--- config.mk ---
export PLATFORM = sky130hd
export DESIGN_NAME = spi_rx_slave_fifo_flat
export DESIGN_NICKNAME = d
export VERILOG_FILES = /design/src/rtl/spi_rx_slave_fifo_if.sv /design/src/rtl/spi_rx_slave_fifo.sv /design/src/flat_wrapper.sv
export SDC_FILE = /design/constraint.sdc
export NUM_CORES = 1
export LEC_CHECK = 0
export CELL_PAD_IN_SITES_DETAIL_PLACEMENT = 0
export CELL_PAD_IN_SITES_GLOBAL_PLACEMENT = 1
export CORE_MARGIN = 2
export CORE_UTILIZATION = 53
export DETAILED_ROUTE_END_ITERATION = 6
export PLACE_DENSITY_LB_ADDON = 0.1
export SKIP_CTS_REPAIR_TIMING = 1
export SLEW_MARGIN = 20
export SYNTH_ARGS = -nofsm -noshare
export SYNTH_HDL_FRONTEND = slang
export SYNTH_SLANG_ARGS = --single-unit
export TNS_END_PERCENT = 1
--- constraint.sdc ---
create_clock -name clk -period 4.4 [get_ports clk]
set_input_delay 1.1 -clock clk [delete_from_list [all_inputs] [get_ports clk]]
set_output_delay 1.1 -clock clk [all_outputs]
set_load 0.01 [all_outputs]
--- src/rtl/spi_rx_slave_fifo_if.sv ---
// Bus bundle for the SPI receive slave with its FIFO consumer side.
// The slave modport is the receiver's view; master is the SPI host plus FIFO consumer.
interface spi_rx_slave_fifo_if #(
  parameter int WIDTH = 8,
  parameter int DEPTH = 4
) ();
  logic                         SCK;
  logic                         SSEL;
  logic                         MOSI;
  logic                         ACK;
  logic                         CLR_OVF;
  logic [WIDTH-1:0]             DATA;
  logic                         VALID;
  logic [$clog2(DEPTH+1)-1:0]   LEVEL;
  logic                         OVERFLOW;
  logic                         FRAME_ERR;

  modport slave (
    input  SCK, SSEL, MOSI, ACK, CLR_OVF,
    output DATA, VALID, LEVEL, OVERFLOW, FRAME_ERR
  );

  modport master (
    output SCK, SSEL, MOSI, ACK, CLR_OVF,
    input  DATA, VALID, LEVEL, OVERFLOW, FRAME_ERR
  );
endinterface

--- src/rtl/spi_rx_slave_fifo.sv ---
// SPI receive-only slave, oversampled on clk, pushing completed words into a
// first-word-fall-through FIFO with sticky overflow and a frame-error pulse.
module spi_rx_slave_fifo #(
  parameter int WIDTH     = 8,
  parameter int DEPTH     = 4,
  parameter int CPOL      = 0,
  parameter int CPHA      = 0,
  parameter int MSB_FIRST = 1
) (
  input  logic                  clk,
  input  logic                  rst,
  spi_rx_slave_fifo_if.slave    bus
);

  localparam int   PW     = $clog2(DEPTH);
  localparam int   LW     = $clog2(DEPTH + 1);
  localparam int   CW     = $clog2(WIDTH);
  localparam logic CPOL_L = (CPOL != 0);

  logic [2:0]       sck_sync_q, sck_sync_d;
  logic [2:0]       ssel_sync_q, ssel_sync_d;
  logic [1:0]       mosi_sync_q, mosi_sync_d;
  logic [CW-1:0]    cnt_q, cnt_d;
  logic [WIDTH-1:0] shreg_q, shreg_d;
  logic [WIDTH-1:0] word_q, word_d;
  logic             push_q, push_d;
  logic             frame_err_q, frame_err_d;
  logic [PW-1:0]    wr_ptr_q, wr_ptr_d;
  logic [PW-1:0]    rd_ptr_q, rd_ptr_d;
  logic [LW-1:0]    count_q, count_d;
  logic             ovf_q, ovf_d;
  logic [WIDTH-1:0] mem_q [DEPTH];

  logic             sck_n1, sck_n2;
  logic             sample_edge;
  logic             ssel_active;
  logic             ssel_rise;
  logic [WIDTH-1:0] shift_next;
  logic             valid;
  logic             full;
  logic             pop;
  logic             wr_en;

  // Edge and select detection work on the normalised SCK (idle level = 0).
  always_comb begin
    sck_sync_d  = {sck_sync_q[1:0], bus.SCK};
    ssel_sync_d = {ssel_sync_q[1:0], bus.SSEL};
    mosi_sync_d = {mosi_sync_q[0], bus.MOSI};
    sck_n1      = sck_sync_q[1] ^ CPOL_L;
    sck_n2      = sck_sync_q[2] ^ CPOL_L;
    sample_edge = (CPHA != 0) ? (~sck_n1 & sck_n2) : (sck_n1 & ~sck_n2);
    ssel_active = ~ssel_sync_q[1];
    ssel_rise   = ssel_sync_q[1] & ~ssel_sync_q[2];
    if (MSB_FIRST != 0) begin
      shift_next = {shreg_q[WIDTH-2:0], mosi_sync_q[1]};
    end else begin
      shift_next = {mosi_sync_q[1], shreg_q[WIDTH-1:1]};
    end
  end

  always_comb begin
    cnt_d       = cnt_q;
    shreg_d     = shreg_q;
    word_d      = word_q;
    push_d      = 1'b0;
    frame_err_d = 1'b0;
    if (!ssel_active) begin
      cnt_d       = '0;
      frame_err_d = ssel_rise && (cnt_q != '0);
    end else if (sample_edge) begin
      shreg_d = shift_next;
      if (cnt_q == CW'(WIDTH - 1)) begin
        cnt_d  = '0;
        push_d = 1'b1;
        word_d = shift_next;
      end else begin
        cnt_d = cnt_q + CW'(1);
      end
    end
  end

  // A pop frees a slot in the same cycle, so a full FIFO still accepts the push.
  always_comb begin
    valid    = (count_q != '0);
    full     = (count_q == LW'(DEPTH));
    pop      = valid & bus.ACK;
    wr_en    = push_q & (~full | pop);
    wr_ptr_d = wr_ptr_q;
    rd_ptr_d = rd_ptr_q;
    count_d  = count_q;
    ovf_d    = ovf_q;
    if (wr_en) begin
      wr_ptr_d = wr_ptr_q + PW'(1);
    end
    if (pop) begin
      rd_ptr_d = rd_ptr_q + PW'(1);
    end
    case ({wr_en, pop})
      2'b10:   count_d = count_q + LW'(1);
      2'b01:   count_d = count_q - LW'(1);
      default: count_d = count_q;
    endcase
    if (push_q && full && !pop) begin
      ovf_d = 1'b1;
    end else if (bus.CLR_OVF) begin
      ovf_d = 1'b0;
    end
  end

  always_ff @(posedge clk or posedge rst) begin
    if (rst) begin
      sck_sync_q  <= {3{CPOL_L}};
      ssel_sync_q <= 3'b111;
      mosi_sync_q <= '0;
      cnt_q       <= '0;
      shreg_q     <= '0;
      word_q      <= '0;
      push_q      <= 1'b0;
      frame_err_q <= 1'b0;
      wr_ptr_q    <= '0;
      rd_ptr_q    <= '0;
      count_q     <= '0;
      ovf_q       <= 1'b0;
    end else begin
      sck_sync_q  <= sck_sync_d;
      ssel_sync_q <= ssel_sync_d;
      mosi_sync_q <= mosi_sync_d;
      cnt_q       <= cnt_d;
      shreg_q     <= shreg_d;
      word_q      <= word_d;
      push_q      <= push_d;
      frame_err_q <= frame_err_d;
      wr_ptr_q    <= wr_ptr_d;
      rd_ptr_q    <= rd_ptr_d;
      count_q     <= count_d;
      ovf_q       <= ovf_d;
    end
  end

  always_ff @(posedge clk) begin
    if (wr_en) begin
      mem_q[wr_ptr_q] <= word_q;
    end
  end

  assign bus.DATA      = valid ? mem_q[rd_ptr_q] : '0;
  assign bus.VALID     = valid;
  assign bus.LEVEL     = count_q;
  assign bus.OVERFLOW  = ovf_q;
  assign bus.FRAME_ERR = frame_err_q;

endmodule

--- src/flat_wrapper.sv ---
// flat-port wrapper written by rule: the top's interface ports become plain ports
module spi_rx_slave_fifo_flat 
#(
  parameter int WIDTH     = 8,
  parameter int DEPTH     = 4,
  parameter int CPOL      = 0,
  parameter int CPHA      = 0,
  parameter int MSB_FIRST = 1
)
  (clk, rst, bus_SCK, bus_SSEL, bus_MOSI, bus_ACK, bus_CLR_OVF, bus_DATA, bus_VALID, bus_LEVEL, bus_OVERFLOW, bus_FRAME_ERR);
  spi_rx_slave_fifo_if #(.WIDTH(WIDTH), .DEPTH(DEPTH)) bus_i ();
  input  logic clk;
  input  logic rst;
  input wire logic [$bits(bus_i.SCK)-1:0] bus_SCK;
  input wire logic [$bits(bus_i.SSEL)-1:0] bus_SSEL;
  input wire logic [$bits(bus_i.MOSI)-1:0] bus_MOSI;
  input wire logic [$bits(bus_i.ACK)-1:0] bus_ACK;
  input wire logic [$bits(bus_i.CLR_OVF)-1:0] bus_CLR_OVF;
  output wire logic [$bits(bus_i.DATA)-1:0] bus_DATA;
  output wire logic [$bits(bus_i.VALID)-1:0] bus_VALID;
  output wire logic [$bits(bus_i.LEVEL)-1:0] bus_LEVEL;
  output wire logic [$bits(bus_i.OVERFLOW)-1:0] bus_OVERFLOW;
  output wire logic [$bits(bus_i.FRAME_ERR)-1:0] bus_FRAME_ERR;
  assign bus_i.SCK = bus_SCK;
  assign bus_i.SSEL = bus_SSEL;
  assign bus_i.MOSI = bus_MOSI;
  assign bus_i.ACK = bus_ACK;
  assign bus_i.CLR_OVF = bus_CLR_OVF;
  assign bus_DATA = bus_i.DATA;
  assign bus_VALID = bus_i.VALID;
  assign bus_LEVEL = bus_i.LEVEL;
  assign bus_OVERFLOW = bus_i.OVERFLOW;
  assign bus_FRAME_ERR = bus_i.FRAME_ERR;
  spi_rx_slave_fifo #(.WIDTH(WIDTH), .DEPTH(DEPTH), .CPOL(CPOL), .CPHA(CPHA), .MSB_FIRST(MSB_FIRST)) u_core (.clk(clk), .rst(rst), .bus(bus_i));
endmodule
Word level (Yosys, flattened, before mapping)
Memory sizes are Yosys's and may differ from the RTL's. Index checks and enable logic that the tools add are counted.

Output and inout port bits: 14. Memories kept: 1. Memory bits (writable): 32. Register bits: 36. Input bits: 7.

Memories: u_core.mem_q (words 4, width 8, read ports 1, clocked after memory_dff 0, wr ports 1, line spi_rx_slave_fifo.sv:32) `logic [WIDTH-1:0] mem_q [DEPTH];`.

Multiplexer cells: 13. Reduce and logical (&&, ||, !) cells: 11. Bitwise gates (word level): 9. Eq/ne operators: 4. $add $sub $neg: 5.

Operators with widths (number): $mux W3 (3); $mux W1 (8); $mux W8 (1); $add A3 B1 Y3 const B (2); $eq A3 B3 Y1 const B (2); $pmux W3 S2 (1); $reduce_bool A2 Y1 (3); $reduce_bool A3 Y1 (2); $add A2 B1 Y2 const B (2); $and A1 B1 Y1 (4); $not A1 Y1 (4); $logic_and A1 B1 Y1 (3); $reduce_and A3 Y1 (1); $sub A3 B1 Y3 const B (1); $eq A2 B1 Y1 const B (1); $eq A2 B2 Y1 const B (1); $reduce_and A2 Y1 (1); $logic_not A1 Y1 (1); $or A1 B1 Y1 (1).

Longest topological paths before layout
Gate-level depths: netlist of the first run.

Depth after elaboration: 6. Depth in mapped cells: 9.

Worst setup path before layout of the first run
No wires, ideal clock.

Path type: input to register. Start: input port bus_ACK. End: register u_core.count_q[2] (netlist: u_core.bus.LEVEL[2]). Setup time: 0.079 ns. Path slack: 1.861 ns. Data arrival time: 2.459 ns. Data required time: 4.321 ns. Path buffers: 0. Stages: 9. Cell sequence: nor4b_4 nor2b_2 inv_1 ha_1 inv_1 fa_1 xor2_1 nor2_1 xor2_1.

Word-level cells in the longest chain between the ends: 5. Elaborated cells between the ends (all ways): 7.

Ends and longest elaborated chain: start, declared (line flat_wrapper.sv:17) `input wire logic [$bits(bus_i.ACK)-1:0] bus_ACK;`; $and A1 B1 Y1 (*) (line spi_rx_slave_fifo.sv:86) `pop = valid & bus.ACK;`; $or A1 B1 Y1 (line spi_rx_slave_fifo.sv:87) `wr_en = push_q & (~full | pop);`; $and A1 B1 Y1 (line spi_rx_slave_fifo.sv:87); $eq A2 B1 Y1 / $eq A2 B2 Y1 (equally long branches) (line spi_rx_slave_fifo.sv:98) `case ({wr_en, pop})`; $pmux W3 S2 / $reduce_bool A2 Y1 (equally long branches); end signal, assigned (line spi_rx_slave_fifo.sv:135) `count_q <= count_d;`; end, declared (line spi_rx_slave_fifo.sv:30) `logic [LW-1:0] count_q, count_d;`.

Mark *: on every way between the ends. The rest lies on a longest branch, timed or not. A chain may end at the register's enable or synchronous reset.

Final worst setup path of the first run
Start: register u_core.rd_ptr_q[0]. End: output port bus_DATA[6].

Word-level cells in the longest chain between the ends: 2.

Ends and longest elaborated chain: start, declared (line spi_rx_slave_fifo.sv:29) `logic [PW-1:0] rd_ptr_q, rd_ptr_d;`; start signal, assigned (line spi_rx_slave_fifo.sv:134) `rd_ptr_q <= rd_ptr_d;`; $mem_v2 Z4 W8; $mux W8 (line spi_rx_slave_fifo.sv:146) `assign bus.DATA = valid ? mem_q[rd_ptr_q] : '0;`; end, declared (line flat_wrapper.sv:19) `output wire logic [$bits(bus_i.DATA)-1:0] bus_DATA;`.

No other way between the ends.

==> flow_summary_export.csv, run 1 <==
group,metric,value,unit
logic_synthesis,synth_top_flop_cell,"dfrtp_1",
placed_design,gp_congestion,0.691,
logic_synthesis,synth_common_cells,"dfrtp_1, edfxtp_1, mux2_2, and2_1, inv_1",
setup_path,worst_r2r_path_depth,9,
grt,grt_overflow,0,
final_layout,fin_nets,197,
logic_synthesis,synth_cell_types,27,
final_layout,synthToLayoutAreaGrowth,15.7,%
cts,clkSinkCount,68,
sta,worstMarginPinSlew,623,ps
sta,fin_crit,3400,ps
sta,finalSetupTns,0,ps
cts,cts-root-buf,"clkbuf_8",
placed_design,placed_cells_incl_taps,240,
grt,grt_start_max_net_pins,37,
logic_synthesis,synth_most_common_cell,"dfrtp_1",
floorplan,die_x,75.8,um
setup_path,cp-endpoint,"bus_DATA[6]",
setup_path,rr_endpoint,"u_core.bus.LEVEL[2]",
sta,holdWs,353,ps
route,drtAntennaViolNets,0,
grt,track_usage,16.0,%
route,dr.first_iter.drc_count,69,
route,postRouteWirelength,3990,um
sta,rsz0062_at_grt,"no",
setup_path,critical-path-max-stage-delay,730,ps
placed_design,hpwl,2730,um
logic_synthesis,netlist.top_cell.by_area,"edfxtp_1",
final_layout,layoutNonFillerInstCount,256,
route,vias,1303,
sta,slew_violations,0,
status,run_status,"finished, final reports clean",
setup_path,critPathRequiredTime,3300,ps
logic_synthesis,syn_avg_cell_area,17.7,sq um
setup_path,cp-end-kind,"output port",
pwr,power.net_switching,0.421,mW
cts,numCtsBuffers,9,
floorplan,num_rows,26,
logic_synthesis,yosysWarnings,0,
logic_synthesis,async_flop_share,52.9,%
floorplan,die-area,5740,sq um
sta,fin_ws,1000,ps
sta,hold_viol_final,0,
pwr,combPwrFrac,20.3,%
hold_path,hold_path_class,"flop to flop",
pwr,pwr-share-seq,50.3,%
pwr,p_int,1.18,mW
cts,clk_latency,330,ps
final_layout,antenna_cells,0,
logic_synthesis,synth-edff-count,32,
pwr,switching_share,26.3,%
setup_path,critical_path.slowest_cell,"dfrtp_1",
grt,grt_pass1_wl,6280,um
setup_path,crit_chain,"mux4_2 -> and2_1 -> clkdlybuf4s50_1",
run,drv_cap,0,
floorplan,dieHeight,75.8,um
logic_synthesis,syn_inst,154,
cts,htreeDepth,3,
setup_path,critPathLaunch,"u_core.rd_ptr_q[0]",
setup_path,cp_max_fo,10,
logic_synthesis,syn_area,2730,sq um
route,drc,0,
pwr,p_total,1.60,mW
setup_path,r2r_start,"u_core.bus.LEVEL[0]",
sta,max_clock_freq,295,MHz
pwr,power_leakage,1.29,nW
setup_path,reg2reg_setup_slack,2290,ps
final_layout,drive_gt1_share,25.3,%
placed_design,dp_slack,1220,ps
logic_synthesis,syn_nets,170,
logic_synthesis,synth_seq_cells,68,
placed_design,port_buffers,20,
setup_path,crit_type,"flop to output port",
route,viasPerCell,5.09,
sta,setup_viol,0,
setup_path,start_kind,"flop",
floorplan,num_io_pins,21,
logic_synthesis,synth_area_leaders,"edfxtp_1, dfrtp_1, mux4_2",
cts,clk_path_buf_depth,2,
sta,period_share,77.2,%
grt,grt_pass1_vias,1312,
pwr,p_clk_share,29.5,%
cts,cts_tree,"built",
pwr,pwr_density_cell,508,nW/um^2
cts,clkTransAtPathRegs,70,ps
sta,worst_clock_skew,5.66,ps
floorplan,coreArea,5040,sq um
route,drt_first_pass_iters,4,
sta,relSlewSlack,58.3,%
route,avgRoutedWirePerCell,15.6,um
logic_synthesis,seq_area_frac_synth,68.4,%
grt,antenna_found_initial,0,
logic_synthesis,yosysTopAreaCellShare,35.2,%
floorplan,initial_core_util,54.1,%
setup_path,arrival,2300,ps
pwr,ir_worst_vdd,0.000320,V
-- per-stage QoR --
stage / utilization (%) / cell area, sq um
2_1_floorplan: - / 2730
3_3_place_gp: 59.0 / 2970
3_5_place_dp: 59.0 / 2970
4_1_cts: 62.6 / 3160
5_1_grt: 62.6 / 3160
6_report: 62.6 / 3160
-- routing by layer --
metal	vias up	track usage [%]	wire length, um
met5	-	0	0
met2	27	25.1	1970
li1	594	-	-
met4	0	7.02	69
met1	675	19.4	1790
met3	7	6.75	156
-- state kept, by name, summed over array words and instances (netlist names) --
name                  cells
u_core.sck_sync_q         3
u_core.wr_ptr_q           2
u_core.mosi_sync_q        2
u_core.bus.FRAME_ERR      1
u_core.cnt_q              3
u_core.shreg_q            7
u_core.mem_q             32
u_core.bus.LEVEL          3
u_core.push_q             1
u_core.bus.OVERFLOW       1
u_core.ssel_sync_q        3
u_core.word_q             8
u_core.rd_ptr_q           2
-- power by group through the flow --
stage / logic [mW] / registers, mW / clock network (mW)
after floorplan: 0.247 / 0.774 / 0
after global placement: 0.315 / 0.819 / 0
after detailed placement: 0.329 / 0.823 / 0
after CTS: 0.330 / 0.810 / 0.490
after global routing: 0.354 / 0.818 / 0.521
final: 0.325 / 0.806 / 0.473
-- cell type report --
class,instances,area [sq um]
inverters,10,37.5
multi-input cells,71,776
repair buffers,21,208
fillers,381,1890
flip-flops and latches,68,1870
clock inverters,6,55.1
well taps,70,87.6
clock buffers,10,128
-- cell families (layout without fill, tap and decap cells) --
logic type	count (synthesis)	count (layout)	synth area share (%)
simple gates	27	27	7.15
mux	27	27	14.4
fa+ha+maj	9	9	4.40
xor+xnor	7	7	2.25
flops	68	68	68.4
buf+inv	15	47	3.21
compound gates	1	1	0.183
-- how the worst min path moves through the flow --
stage,slack [ps],cells past startpoint,to,from
2_1_floorplan,330,0,u_core.mosi_sync_q[1],u_core.mosi_sync_q[0]
3_3_place_gp,330,0,u_core.mosi_sync_q[1],u_core.mosi_sync_q[0]
3_5_place_dp,340,0,u_core.mosi_sync_q[1],u_core.mosi_sync_q[0]
4_1_cts,360,0,u_core.mosi_sync_q[1],u_core.mosi_sync_q[0]
5_1_grt,370,0,u_core.ssel_sync_q[1],u_core.ssel_sync_q[0]
6_report,350,0,u_core.mosi_sync_q[1],u_core.mosi_sync_q[0]
-- cells in the final DEF (no fill, tap or decap) --
master and count:
nor2b_2 1, nor2_2 1, xor2_1 3, ha_1 8, or3_4 1, nand2_1 1, nor2b_1 1, clkdlybuf4s50_1 20
nor2_1 4, mux4_2 8, clkinv_2 2, xnor2_1 4, inv_1 10, edfxtp_1 32, clkbuf_1 1, bufinv_16 1
and2_1 13, clkinvlp_4 1, dfstp_2 3, fa_1 1, nor3b_1 1, mux2_4 1, nand2b_4 1, nor3b_2 1
mux2_2 15, clkinv_1 2, nand3_1 1, o21ai_0 1, clkbuf_8 9, nor4b_4 1, dfrtp_1 33, buf_4 1
mux2i_1 3
-- critical path: cells and delay by family (launching register included) --
kind / cells / cell delay (ps)
buf+inv: 1 / 470
flops: 1 / 730
simple gates: 1 / 180
mux: 1 / 590
(Power assumes the default switching activity.)
==> run 2: changes to the inputs <==
Settings changed: CORE_UTILIZATION 53 to 44.
Clock period 4.4 ns to 3 ns, I/O delays scaled along.
==> flow_summary_export.csv, run 2 (synthesis results as in run 1) <==
group,metric,value,unit
grt,grt_pass1_wl,6690,um
final_layout,antenna_cells,0,
pwr,p_clk_share,29.8,%
run,drv_cap,0,
grt,grt_start_max_net_pins,37,
route,dr_wl_met2,1860,um
setup_path,critPathBufInv,2,
pwr,power_leakage,1.30,nW
sta,max_clock_freq,354,MHz
placed_design,gp_congestion,0.689,
final_layout,largest_reg_flops,32,
sta,rsz0062_at_grt,"no",
setup_path,start_kind,"flop",
placed_design,port_buffers,20,
pwr,combPwrFrac,21.6,%
cts,htreeDepth,3,
route,vias,1278,
route,postRouteWirelength,4020,um
cts,numCtsBuffers,9,
final_layout,utilization,53.4,%
floorplan,dieHeight,82.8,um
route,dr.first_iter.drc_count,46,
pwr,p_int,1.74,mW
cts,clkSinkCount,68,
pwr,ir_worst_vdd,0.000423,V
cts,cts-root-buf,"clkbuf_8",
sta,relSlewSlack,55.3,%
final_layout,fin_nets,198,
setup_path,critPathRequiredTime,2250,ps
grt,track_usage,14.1,%
cts,clkTransAtPathRegs,70,ps
placed_design,hpwl,2730,um
grt,grt_pass1_vias,1316,
route,avgRoutedWirePerCell,15.4,um
hold_path,hold_path_class,"flop to flop",
final_layout,drive_gt1_share,26.7,%
final_layout,final_cell_mix,"dfrtp_1, edfxtp_1, clkdlybuf4s50_1",
setup_path,critical-path-max-stage-delay,540,ps
sta,fin_ws,176,ps
cts,clk_latency,330,ps
route,dr.max_layer_used,"met4",
cts,clk_path_buf_depth,2,
route,drtAntennaViolNets,0,
cts,cts_tree,"built",
final_layout,synthToLayoutAreaGrowth,16.6,%
setup_path,crit_type,"flop to output port",
floorplan,num_rows,28,
grt,antenna_found_initial,0,
final_layout,final_common_cell,"dfrtp_1",
sta,worst_clock_skew,5.77,ps
sta,slew_violations,0,
setup_path,cp-end-kind,"output port",
sta,hold_viol_final,0,
final_layout,top_register,"u_core.mem_q",
pwr,switching_share,26.8,%
sta,finalSetupTns,0,ps
grt,grt_overflow,0,
floorplan,coreArea,5960,sq um
sta,fin_crit,2820,ps
sta,worstMarginPinSlew,668,ps
floorplan,initial_core_util,45.8,%
pwr,pwr-share-seq,48.6,%
status,run_status,"finished, final reports clean",
route,viasPerCell,4.88,
floorplan,die_x,82.8,um
sta,setup_viol,0,
pwr,pwr_density_cell,745,nW/um^2
placed_design,dp_slack,173,ps
route,drc,0,
route,met3WireLength,180,um
floorplan,num_io_pins,21,
setup_path,critical_path.slowest_cell,"mux4_2",
pwr,p_total,2.37,mW
floorplan,die-area,6850,sq um
setup_path,arrival,2070,ps
route,drt_first_pass_iters,4,
setup_path,crit_chain,"buf_4 -> mux4_2 -> and2_1 -> clkdlybuf4s50_1",
setup_path,cp_max_fo,10,
sta,period_share,94.1,%
final_layout,nFillCells,518,
final_layout,reg_top3,"u_core.mem_q x32, u_core.word_q x8, u_core.shreg_q x7",
pwr,power.net_switching,0.635,mW
route,drt-met1-wl,1910,um
setup_path,path_delay_family,"buffers and inverters",
## run 2: power by group through the flow
stage	Sequential, mW	Combinational [mW]	Clock, mW
global route	1.17	0.574	0.776
global placement	1.17	0.510	0
detailed placement	1.17	0.524	0
CTS	1.15	0.527	0.735
floorplan	1.13	0.362	0
finish	1.15	0.513	0.707
## run 2: path summary, 6_finish.rpt
check	start	end	slack, ps	depth (start not counted)
max in group asynchronous	rst	u_core.ssel_sync_q[2]	1830	3
hold reg to reg	u_core.ssel_sync_q[0]	u_core.ssel_sync_q[1]	360	0
min in group asynchronous	rst	u_core.word_q[4]	810	3
hold / removal	u_core.ssel_sync_q[0]	u_core.ssel_sync_q[1]	360	0
setup reg to reg	u_core.bus.LEVEL[0]	u_core.bus.LEVEL[2]	880	9
setup / recovery	u_core.rd_ptr_q[0]	bus_DATA[1]	180	4
## run 2: per-stage QoR
step / hold slack [ps] / cells / cell area [sq um]
floorplan: 331 / 154 / 2730
global placement: 334 / 246 / 2990
detailed placement: 347 / 246 / 2990
CTS: 358 / 262 / 3180
global route: 366 / 262 / 3180
finish: 357 / 262 / 3180
## run 2: layer usage
metal	up-vias	track usage, %
met5	-	0
met4	0	5.90
met3	8	5.65
met2	21	20.5
met1	649	18.8
li1	600	-
## run 2: final cells by class
| type | instances | area, sq um | share of cell area [%] |
|---|---|---|---|
| Timing Repair Buffer | 22 | 215 | 6.76 |
| Clock inverter | 5 | 32.5 | 1.02 |
| Multi-Input combinational cell | 71 | 776 | 24.4 |
| Inverter | 10 | 37.5 | 1.18 |
| Tap cell | 75 | 93.8 | 2.95 |
| Sequential cell | 68 | 1870 | 58.6 |
| Clock buffer | 11 | 163 | 5.11 |
